--- src/rtl/bp_me_wormhole_packet_adapter.sv ---
// ---------------------------------------------------------------------------
// bp_me_wormhole_packet_adapter
//
// Bidirectional endpoint between a wide ME message interface and one
// wormhole router port. Common to every ME network channel.
//
//   TX: a message (dest x/y, len, payload) is packed into the image
//       {payload, len, y, x} (x at bit 0, zero-padded to a whole number of
//       flits) and sent flit by flit, header flit first.
//   RX: incoming flits are reassembled into the same image. The payload is
//       held on payload_o/v_o until the consumer pulses yumi_i.
//
// Ports
//   clk_i, reset_n_i          clock, synchronous active-low reset
//   dest_x_i, dest_y_i        TX destination coordinates
//   pkt_len_i                 TX flit count minus one (header excluded)
//   payload_i, v_i, ready_o   TX message handshake (valid/ready)
//   link_data_o, link_v_o,
//   link_ready_i              flits towards the router (valid/ready)
//   link_data_i, link_v_i,
//   link_ready_o              flits from the router (valid/ready)
//   payload_o, len_o, v_o,
//   yumi_i                    RX delivery (valid/yumi)
//   err_o                     sticky: an RX packet was longer than fits
//
// Build option
//   BP_ME_WH_ADAPTER_RX_DBUF_EN  ping-pong RX buffers: a second packet can
//                                be received while the first awaits yumi_i.
// ---------------------------------------------------------------------------
module bp_me_wormhole_packet_adapter #(
  parameter int payload_width_p = 536,
  parameter int flit_width_p    = 64,
  parameter int x_cord_width_p  = 4,
  parameter int y_cord_width_p  = 4,
  parameter int len_width_p     = 4
) (
  input  logic                       clk_i,
  input  logic                       reset_n_i,

  input  logic [x_cord_width_p-1:0]  dest_x_i,
  input  logic [y_cord_width_p-1:0]  dest_y_i,
  input  logic [len_width_p-1:0]     pkt_len_i,
  input  logic [payload_width_p-1:0] payload_i,
  input  logic                       v_i,
  output logic                       ready_o,

  output logic [flit_width_p-1:0]    link_data_o,
  output logic                       link_v_o,
  input  logic                       link_ready_i,

  input  logic [flit_width_p-1:0]    link_data_i,
  input  logic                       link_v_i,
  output logic                       link_ready_o,

  output logic [payload_width_p-1:0] payload_o,
  output logic [len_width_p-1:0]     len_o,
  output logic                       v_o,
  input  logic                       yumi_i,
  output logic                       err_o
);

  localparam int header_width_lp = x_cord_width_p + y_cord_width_p + len_width_p;
  localparam int max_num_flit_lp =
    (header_width_lp + payload_width_p + flit_width_p - 1) / flit_width_p;
  localparam int image_width_lp  = max_num_flit_lp * flit_width_p;
  localparam logic [len_width_p-1:0] max_len_lp = len_width_p'(max_num_flit_lp - 1);
  localparam logic [len_width_p-1:0] one_lp     = len_width_p'(1);

  if ((max_num_flit_lp - 1) >= (1 << len_width_p)) begin : g_len_width_check
    $error("len_width_p cannot encode max_num_flit_lp-1");
  end

  // -------------------------------------------------------------------------
  // TX
  // -------------------------------------------------------------------------
  localparam logic [0:0] tx_idle_s = 1'b0;
  localparam logic [0:0] tx_send_s = 1'b1;

  logic [0:0]                tx_state_r;
  logic [len_width_p-1:0]    tx_cnt_r;
  logic [len_width_p-1:0]    tx_len_r;
  logic [image_width_lp-1:0] tx_image_r;
  logic [len_width_p-1:0]    tx_len_clamped;
  logic [flit_width_p-1:0]   tx_flit;
  logic                      tx_last;
  logic                      tx_accept;

  // An out-of-range length would walk past the image; send the maximum.
  assign tx_len_clamped = (pkt_len_i > max_len_lp) ? max_len_lp : pkt_len_i;

  // The final handshake frees the image register, so a new message can be
  // taken in the same cycle and flits continue without a bubble.
  assign tx_last   = (tx_state_r == tx_send_s) && link_ready_i && (tx_cnt_r == tx_len_r);
  assign ready_o   = (tx_state_r == tx_idle_s) || tx_last;
  assign tx_accept = v_i && ready_o;
  assign link_v_o  = (tx_state_r == tx_send_s);

  // NOTE: every variable driven in always_comb gets a default first; a path
  // that leaves it unassigned would infer a latch.
  always_comb begin
    tx_flit = '0;
    for (int k = 0; k < max_num_flit_lp; k++) begin
      if (tx_cnt_r == len_width_p'(k)) begin
        tx_flit = tx_image_r[k*flit_width_p +: flit_width_p];
      end
    end
  end

  assign link_data_o = link_v_o ? tx_flit : '0;

  // NOTE: sequential state uses non-blocking assignments only, so every
  // always_ff samples the pre-edge value of every other register.
  always_ff @(posedge clk_i) begin
    if (!reset_n_i) begin
      tx_state_r <= tx_idle_s;
      tx_cnt_r   <= '0;
      tx_len_r   <= '0;
    end else if (tx_accept) begin
      tx_state_r <= tx_send_s;
      tx_cnt_r   <= '0;
      tx_len_r   <= tx_len_clamped;
    end else if (tx_last) begin
      tx_state_r <= tx_idle_s;
    end else if (link_v_o && link_ready_i) begin
      tx_cnt_r   <= tx_cnt_r + one_lp;
    end
  end

  // NOTE: wide data registers are not reset; they are only observable
  // through outputs gated by a reset valid bit.
  always_ff @(posedge clk_i) begin
    if (tx_accept) begin
      tx_image_r <= image_width_lp'({payload_i, tx_len_clamped, dest_y_i, dest_x_i});
    end
  end

  // -------------------------------------------------------------------------
  // RX control
  // -------------------------------------------------------------------------
  localparam logic [1:0] rx_hdr_s  = 2'd0;
  localparam logic [1:0] rx_body_s = 2'd1;
  localparam logic [1:0] rx_hold_s = 2'd2;

`ifdef BP_ME_WH_ADAPTER_RX_DBUF_EN
  // Completed packets park in a buffer, the assembler goes back to HDR.
  localparam logic [1:0] rx_done_s = rx_hdr_s;
`else
  localparam logic [1:0] rx_done_s = rx_hold_s;
`endif

  logic [1:0]                rx_state_r;
  logic [len_width_p-1:0]    rx_cnt_r;   // index of the next body flit
  logic [len_width_p-1:0]    rx_len_r;   // len of the packet being assembled
  logic                      rx_err_r;
  logic [len_width_p-1:0]    hdr_len;
  logic                      rx_accept;
  logic                      rx_last;
  logic [image_width_lp-1:0] rx_out_buf;
  logic [len_width_p-1:0]    rx_out_len;

  assign hdr_len   = link_data_i[x_cord_width_p + y_cord_width_p +: len_width_p];
  assign rx_accept = link_v_i && link_ready_o;
  assign rx_last   = rx_accept
                  && (((rx_state_r == rx_hdr_s)  && (hdr_len == '0))
                   || ((rx_state_r == rx_body_s) && (rx_cnt_r == rx_len_r)));

  always_ff @(posedge clk_i) begin
    if (!reset_n_i) begin
      rx_state_r <= rx_hdr_s;
      rx_cnt_r   <= '0;
      rx_len_r   <= '0;
      rx_err_r   <= 1'b0;
    end else begin
      case (rx_state_r)
        rx_hdr_s: if (rx_accept) begin
          rx_len_r   <= hdr_len;
          rx_cnt_r   <= one_lp;
          rx_state_r <= rx_last ? rx_done_s : rx_body_s;
          // Flits beyond the image will be consumed and dropped.
          if (hdr_len > max_len_lp) rx_err_r <= 1'b1;
        end
        rx_body_s: if (rx_accept) begin
          rx_cnt_r <= rx_cnt_r + one_lp;
          if (rx_last) rx_state_r <= rx_done_s;
        end
        rx_hold_s: if (yumi_i) rx_state_r <= rx_hdr_s;
        default: rx_state_r <= rx_hdr_s;
      endcase
    end
  end

  assign err_o = rx_err_r;

  // -------------------------------------------------------------------------
  // RX storage
  // -------------------------------------------------------------------------
`ifdef BP_ME_WH_ADAPTER_RX_DBUF_EN
  logic [image_width_lp-1:0] rx_buf_r  [2];
  logic [len_width_p-1:0]    rx_blen_r [2];
  logic [1:0]                rx_full_r;
  logic                      rx_wr_r;
  logic                      rx_rd_r;

  // Assembly only targets a free buffer; both full is the only stall.
  assign link_ready_o = !rx_full_r[rx_wr_r];
  assign v_o          = rx_full_r[rx_rd_r];
  assign rx_out_buf   = rx_buf_r[rx_rd_r];
  assign rx_out_len   = rx_blen_r[rx_rd_r];

  // A same-cycle fill and drain always touch different buffers: the write
  // buffer is empty and the read buffer is full.
  always_ff @(posedge clk_i) begin
    if (!reset_n_i) begin
      rx_full_r <= '0;
      rx_wr_r   <= 1'b0;
      rx_rd_r   <= 1'b0;
    end else begin
      if (rx_last) begin
        rx_full_r[rx_wr_r] <= 1'b1;
        rx_wr_r            <= ~rx_wr_r;
      end
      if (v_o && yumi_i) begin
        rx_full_r[rx_rd_r] <= 1'b0;
        rx_rd_r            <= ~rx_rd_r;
      end
    end
  end

  always_ff @(posedge clk_i) begin
    if (rx_accept) begin
      if (rx_state_r == rx_hdr_s) begin
        rx_buf_r[rx_wr_r]  <= image_width_lp'(link_data_i);
        rx_blen_r[rx_wr_r] <= hdr_len;
      end else begin
        for (int k = 1; k < max_num_flit_lp; k++) begin
          if (rx_cnt_r == len_width_p'(k)) begin
            rx_buf_r[rx_wr_r][k*flit_width_p +: flit_width_p] <= link_data_i;
          end
        end
      end
    end
  end
`else
  logic [image_width_lp-1:0] rx_buf_r;

  assign link_ready_o = (rx_state_r != rx_hold_s);
  assign v_o          = (rx_state_r == rx_hold_s);
  assign rx_out_buf   = rx_buf_r;
  assign rx_out_len   = rx_len_r;

  // The header write clears the whole image, so flits never received read 0.
  always_ff @(posedge clk_i) begin
    if (rx_accept) begin
      if (rx_state_r == rx_hdr_s) begin
        rx_buf_r <= image_width_lp'(link_data_i);
      end else begin
        for (int k = 1; k < max_num_flit_lp; k++) begin
          if (rx_cnt_r == len_width_p'(k)) begin
            rx_buf_r[k*flit_width_p +: flit_width_p] <= link_data_i;
          end
        end
      end
    end
  end
`endif

  assign payload_o = v_o ? rx_out_buf[header_width_lp +: payload_width_p] : '0;
  assign len_o     = v_o ? rx_out_len : '0;

endmodule
--- config.mk ---
export PLATFORM = sky130hd
export DESIGN_NAME = bp_me_wormhole_packet_adapter
export DESIGN_NICKNAME = d
export VERILOG_FILES = /design/src/rtl/bp_me_wormhole_packet_adapter.sv
export SDC_FILE = /design/constraint.sdc
export NUM_CORES = 1
export LEC_CHECK = 0
export CAP_MARGIN = 40
export CORE_AREA = 5 5 478 480
export CTS_CLUSTER_DIAMETER = 60
export DETAILED_ROUTE_END_ITERATION = 10
export DIE_AREA = 0 0 483 485
export PLACE_DENSITY_LB_ADDON = 0.2
export SLEW_MARGIN = 30
export SYNTH_ARGS = -nofsm -noshare
export SYNTH_HDL_FRONTEND = slang
export SYNTH_SLANG_ARGS = --single-unit
--- constraint.sdc ---
create_clock -name clk_i -period 31.9 [get_ports clk_i]
set_clock_uncertainty 0.05 [all_clocks]
set_input_delay 4.785 -clock clk_i [delete_from_list [all_inputs] [get_ports clk_i]]
set_output_delay 4.785 -clock clk_i [all_outputs]
set_load 0.02 [all_outputs]
==> results of run 1 <==
[sequential cells by signal (all words and copies together) (netlist names)]
signal	cells
link_v_o	1
tx_len_r	4
tx_cnt_r	4
rx_state_r	2
rx_cnt_r	4
rx_len_r	4
err_o	1
rx_buf_r	536
tx_image_r	548
[cell type report]
type,count,area [um2],share of cell area
sequential,1104,33000,0.514
timing repair buffer,1312,13200,0.205
multi-input combinational,1381,9270,0.145
tap,2992,3740,0.0584
clock buffer,166,3710,0.0578
clock inverter,95,1070,0.0167
inverter,39,155,0.00242
antenna,31,77.6,0.00121
[stage by stage]
stage / util / hold WS [ns]
finish: 0.287 / 0.418
global route: 0.286 / 0.443
CTS: 0.285 / 0.423
detailed placement: 0.264 / 0.407
global placement: 0.263 / 0.408
floorplan: - / 0.399
[power breakdown]
| group | switching, mW | internal, mW | leakage (nW) |
|---|---|---|---|
| Clock | 0.676 | 0.954 | 2.32 |
| Combinational | 0.208 | 0.142 | 8.66 |
| Sequential | 0.0398 | 1.76 | 10.8 |
[path summary, 6_finish.rpt]
kind	start	cells after the start	end
setup / recovery	link_ready_i	4	ready_o
setup reg to reg	tx_cnt_r[2]	9	tx_image_r[380]
hold reg to reg	err_o	1	err_o
hold / removal	err_o	1	err_o
[cells by family (layout without fill, tap and decap cells)]
group	count (synthesis)	count (layout)	share of synthesized area
buf+inv	234	1612	0.0239
compound gates	578	578	0.0958
other cells	0	31	0
mux	1	1	0.000233
flops	1104	1104	0.766
fa+ha+maj	8	8	0.00233
simple gates	784	784	0.109
xor+xnor	10	10	0.00204
[per-layer routing]
| metal | share of wire | wire length [um] | up-vias |
|---|---|---|---|
| li1 | - | - | 12900 |
| met3 | 0.082 | 16500 | 337 |
| met4 | 0.028 | 5510 | 70 |
| met1 | 0.37 | 73700 | 14400 |
| met5 | 0.0024 | 478 | - |
| met2 | 0.52 | 104000 | 1294 |
[placed cells by master (no fill, tap or decap), types with 23 or more instances in the layout]
master,netlist,final
o221a_2,28,28
a31oi_1,29,29
diode_2,0,31
inv_1,37,36
o211ai_1,28,28
nor2b_1,89,58
nand2_1,75,74
clkdlybuf4s50_1,0,1226
and2_1,541,540
a21oi_1,100,100
buf_4,5,59
a32oi_1,28,28
clkinv_1,1,23
a221oi_1,72,72
a211oi_1,28,28
a22oi_1,37,37
edfxtp_1,1084,1084
and3_1,30,30
o221ai_1,28,28
clkbuf_16,0,145
o22ai_1,65,65
o21ai_0,79,79
clkinv_2,0,24
==> results.sh, run 1 <==
export IMPL_status="finished, final reports clean"
export IMPL_instances_no_fill=7120
export IMPL_drt_pass1_iter_count=5
export IMPL_peakVddDrop_v=0.0000510
export IMPL_cp_slowest_stage_delay_ns=0.67
export IMPL_avgSynthCellArea_um2=15.8
export IMPL_timing_final_ws_setup_ns=20.72
export IMPL_max_freq_mhz=89.5
export IMPL_setup_viol=0
export IMPL_synth_top_area_frac=0.757
export IMPL_yosys_most_used_dff="edfxtp_1"
export IMPL_pre_cts_ws_ns=20.76
export IMPL_area_delta_synth_final_pct=49.1
export IMPL_layout_min_cycle_time_ns=11.18
export IMPL_fillers=23000
export IMPL_core_area_mm2=0.224
export IMPL_numCtsBuffers=145
export IMPL_power_total_mw=3.78
export IMPL_grt_use_met3=0.0610
export IMPL_drive_gt1_frac=0.0971
export IMPL_hold_viol=0
export IMPL_met2_usage=0.295
export IMPL_postCtsSetupRepairBufs=0
export IMPL_portBuffers=1226
export IMPL_antenna_found_initial=94
export IMPL_dp_cells=6819
export IMPL_crit_type="in2out"
export IMPL_synth_top_cell_by_area="edfxtp_1"
export IMPL_worst_pin_slew_ns=1.11
export IMPL_crit_top_cell="clkdlybuf4s50_1"
export IMPL_die_h_um=485
export IMPL_cp_start_kind="input port"
export IMPL_start_util=0.192
export IMPL_ys_seq_elements=1104
export IMPL_drc_errors=0
export IMPL_num_vias=29100
export IMPL_clk_path_buf_depth=3
export IMPL_die_area_mm2=0.234
export IMPL_yosysUniqueCellTypes=53
export IMPL_rsz0062_at_grt="no"
export IMPL_fin_setup_tns_ns=0
export IMPL_root_buffer="clkbuf_16"
export IMPL_clkLatencyLatePin_ns=0.78
export IMPL_grt_pass1_wl_um=266000
export IMPL_grt_ovfl_total=0
export IMPL_final_nets=4609
export IMPL_track_usage=0.164
export IMPL_drv_slew=0
export IMPL_place_area_mm2=0.0591
export IMPL_worst_ep_required_time_ns=27.07
export IMPL_ys_top_cells_by_count="edfxtp_1, and2_1, clkbuf_1"
export IMPL_crit_arrival_ns=6.34
export IMPL_yosysMostFrequentCell="edfxtp_1"
export IMPL_cts_tree="done"
export IMPL_slew_headroom=0.261
export IMPL_syn_inst=2719
export IMPL_cp_end_kind="output port"
export IMPL_clkTransAtPathRegs_ns=0.05
export IMPL_gp_congestion=0.799
export IMPL_num_rows=174
export IMPL_htreeDepth=4
export IMPL_ant_nets=0
export IMPL_grtUsageMet1=0.177
export IMPL_crit_family="buffers and inverters"
export IMPL_routed_wl_um=200000
export IMPL_drt_iter0_drc=1992
export IMPL_cts_hold_fix_buffers=0
export IMPL_yosysSeqAreaShare=0.766
export IMPL_hold_class="reg2reg"
export IMPL_ys_warn_count=0
export IMPL_p_per_area_mw_per_mm2=58.9
export IMPL_io_pins=1227
export IMPL_busiest_layer="met2"
export IMPL_cpMaxStageDelayCell="clkdlybuf4s50_1"
export IMPL_grt_start_max_net_pins=156
export IMPL_synth_edf_count=1084
export IMPL_worstPathCellList="clkdlybuf4s50_1 -> inv_1 -> o21ai_0 -> clkdlybuf4s50_1"
export IMPL_yosys_top_cells_area="edfxtp_1, and2_1, a221oi_1"
export IMPL_synth_area_mm2=0.0430
export IMPL_path_buf_inv=3
export IMPL_finish_instance_area_mm2=0.0641
export IMPL_ys_async_sr_fraction=0
export IMPL_max_cap_violations=0
export IMPL_leakage_nw=21.8
export IMPL_viasPerCell=4.08
export IMPL_cp_max_fo=4
export IMPL_first_global_vias=29800
export IMPL_dpl_hpwl_um=149000
export IMPL_die_w_um=483
export IMPL_synth_net_count=3345
export IMPL_avgRoutedWirePerCell_um=28.1
export IMPL_reg2reg_slack_ns=26.23
export IMPL_cts_sinks=1104
export IMPL_period_share=0.350
export IMPL_ctsResizeCount=0
Power figures use the tool's default switching activity.
==> inputs of run 2 (changes only) <==
clock period = 9.1 ns   (was 31.9 ns; I/O delays follow)
==> results.sh, run 2 (synthesis gave the netlist of run 1 again) <==
export IMPL_portBuffers=1226
export IMPL_crit_family="buffers and inverters"
export IMPL_gp_congestion=0.864
export IMPL_postCtsSetupRepairBufs=0
export IMPL_place_area_mm2=0.0591
export IMPL_dpl_hpwl_um=152000
export IMPL_path_buf_inv=3
export IMPL_cpMaxStageDelayCell="or2_2"
export IMPL_grt_start_max_net_pins=204
export IMPL_core_area_mm2=0.224
export IMPL_viasPerCell=4.14
export IMPL_cts_hold_fix_buffers=0
export IMPL_slew_headroom=0.309
export IMPL_drive_gt1_frac=0.0929
export IMPL_cts_sinks=1104
export IMPL_p_per_area_mw_per_mm2=207
export IMPL_antenna_found_initial=84
export IMPL_fin_setup_tns_ns=0
export IMPL_crit_type="reg2out"
export IMPL_largestRegisters="tx_image_r: 548 flops, rx_buf_r: 536 flops"
export IMPL_peakVddDrop_v=0.000167
export IMPL_hold_worst_slack_ns=0.418
export IMPL_status="finished, final reports clean"
export IMPL_worst_ep_required_time_ns=7.69
export IMPL_rsz0062_at_grt="no"
export IMPL_htreeDepth=4
export IMPL_drt_iter0_drc=2233
export IMPL_cp_max_fo=66
export IMPL_multi_input_area_mm2=0.00927
export IMPL_cp_slowest_stage_delay_ns=0.79
export IMPL_ant_nets=0
export IMPL_cp_end_kind="output port"
export IMPL_setup_viol=0
export IMPL_worstPathCellList="inv_1 -> ha_4 -> buf_4 -> or2_2 -> a221oi_1 -> o22ai_1 -> o211ai_1 -> a31oi_1 -> clkdlybuf4s50_1"
export IMPL_mostFrequentLayoutCells="clkdlybuf4s50_1, edfxtp_1, and2_1, clkbuf_16, a21oi_1"
export IMPL_max_cap_violations=0
export IMPL_grt_ovfl_total=0
export IMPL_worst_pin_slew_ns=1.04
export IMPL_cts_tree="done"
export IMPL_track_usage=0.165
export IMPL_finish_instance_area_mm2=0.0640
export IMPL_clkLatencyLatePin_ns=0.78
export IMPL_hold_viol=0
export IMPL_period_share=0.751
export IMPL_cp_start_kind="flip-flop"
export IMPL_area_delta_synth_final_pct=48.8
export IMPL_grt_pass1_wl_um=269000
export IMPL_drt_pass1_iter_count=5
export IMPL_crit_arrival_ns=5.42
export IMPL_die_area_mm2=0.234
export IMPL_start_util=0.192
export IMPL_largest_reg_flops=548
export IMPL_max_freq_mhz=146
export IMPL_first_global_vias=29800
export IMPL_final_nets=4602
export IMPL_avgRoutedWirePerCell_um=28.6
export IMPL_clkTransAtPathRegs_ns=0.05
export IMPL_power_total_mw=13.2
export IMPL_die_w_um=483
export IMPL_numCtsBuffers=148
export IMPL_hold_class="reg2reg"
export IMPL_num_rows=174
export IMPL_drc_errors=0
export IMPL_area_sequential_mm2=0.0330
export IMPL_layout_min_cycle_time_ns=6.83
export IMPL_top_register="tx_image_r"
export IMPL_io_pins=1227
export IMPL_die_h_um=485
export IMPL_clk_path_buf_depth=3
export IMPL_num_vias=29400
export IMPL_leakage_nw=21.7
export IMPL_drv_slew=0
export IMPL_fillers=22900
export IMPL_root_buffer="clkbuf_16"
export IMPL_final_common_cell="clkdlybuf4s50_1"
export IMPL_final_util=0.286
export IMPL_ctsResizeCount=0
export IMPL_routed_wl_um=203000
## run 2: cell types whose count changed in the layout (fill, tap and decap cells not counted), sizes merged
cell / change
clkinvlp: +3
clkbuf: +7
diode: -12
inv: +10
clkinv: -10
bufinv: -6
buf: -9
## run 2: path summary, 6_finish.rpt
kind	startpoint	slack [ns]	endpoint	depth (start not counted)
worst max-delay path	tx_cnt_r[0]	2.27	link_data_o[36]	9
worst min-delay path	err_o	0.42	err_o	1
worst max register to register	tx_cnt_r[2]	5.44	tx_image_r[501]	5
worst min register to register	err_o	0.42	err_o	1
## run 2: area by class of cell
class	instances	area share
diodes	19	0.000743
well taps	2992	0.0585
multi-input cells	1381	0.145
inverters	39	0.00244
clock inverters	92	0.0142
repair buffers	1302	0.204
flip-flops and latches	1104	0.515
clock buffers	174	0.0601
## run 2: worst reg2reg max path, stage by stage, from the launching register on
cell	delay (ns)
dfxtp_4	0.83
xnor2_1	0.33
nand4_1	0.32
o22ai_4	0.26
buf_4	0.61
buf_12	0.67
## run 2: metrics by stage
step	worst slack (ns)	cells
floorplan	-2.01	2719
global placement	2.90	6786
detailed placement	3.00	6811
global route	2.09	7093
CTS	2.10	7077
finish	2.27	7103
## run 2: power by group
part           leakage, nW  internal, mW  switching [mW]
clock network         2.29          3.28            2.41
logic                 8.60         0.498           0.732
registers             10.8          6.16           0.158
## run 2: metal layers
metal | vias to the layer above | part of all wire | global-route usage
met3 | 339 | 0.083 | 0.0604
met4 | 84 | 0.026 | 0.0504
li1 | 12900 | - | -
met5 | - | 0.0028 | 0
met1 | 14700 | 0.36 | 0.179
met2 | 1369 | 0.52 | 0.301
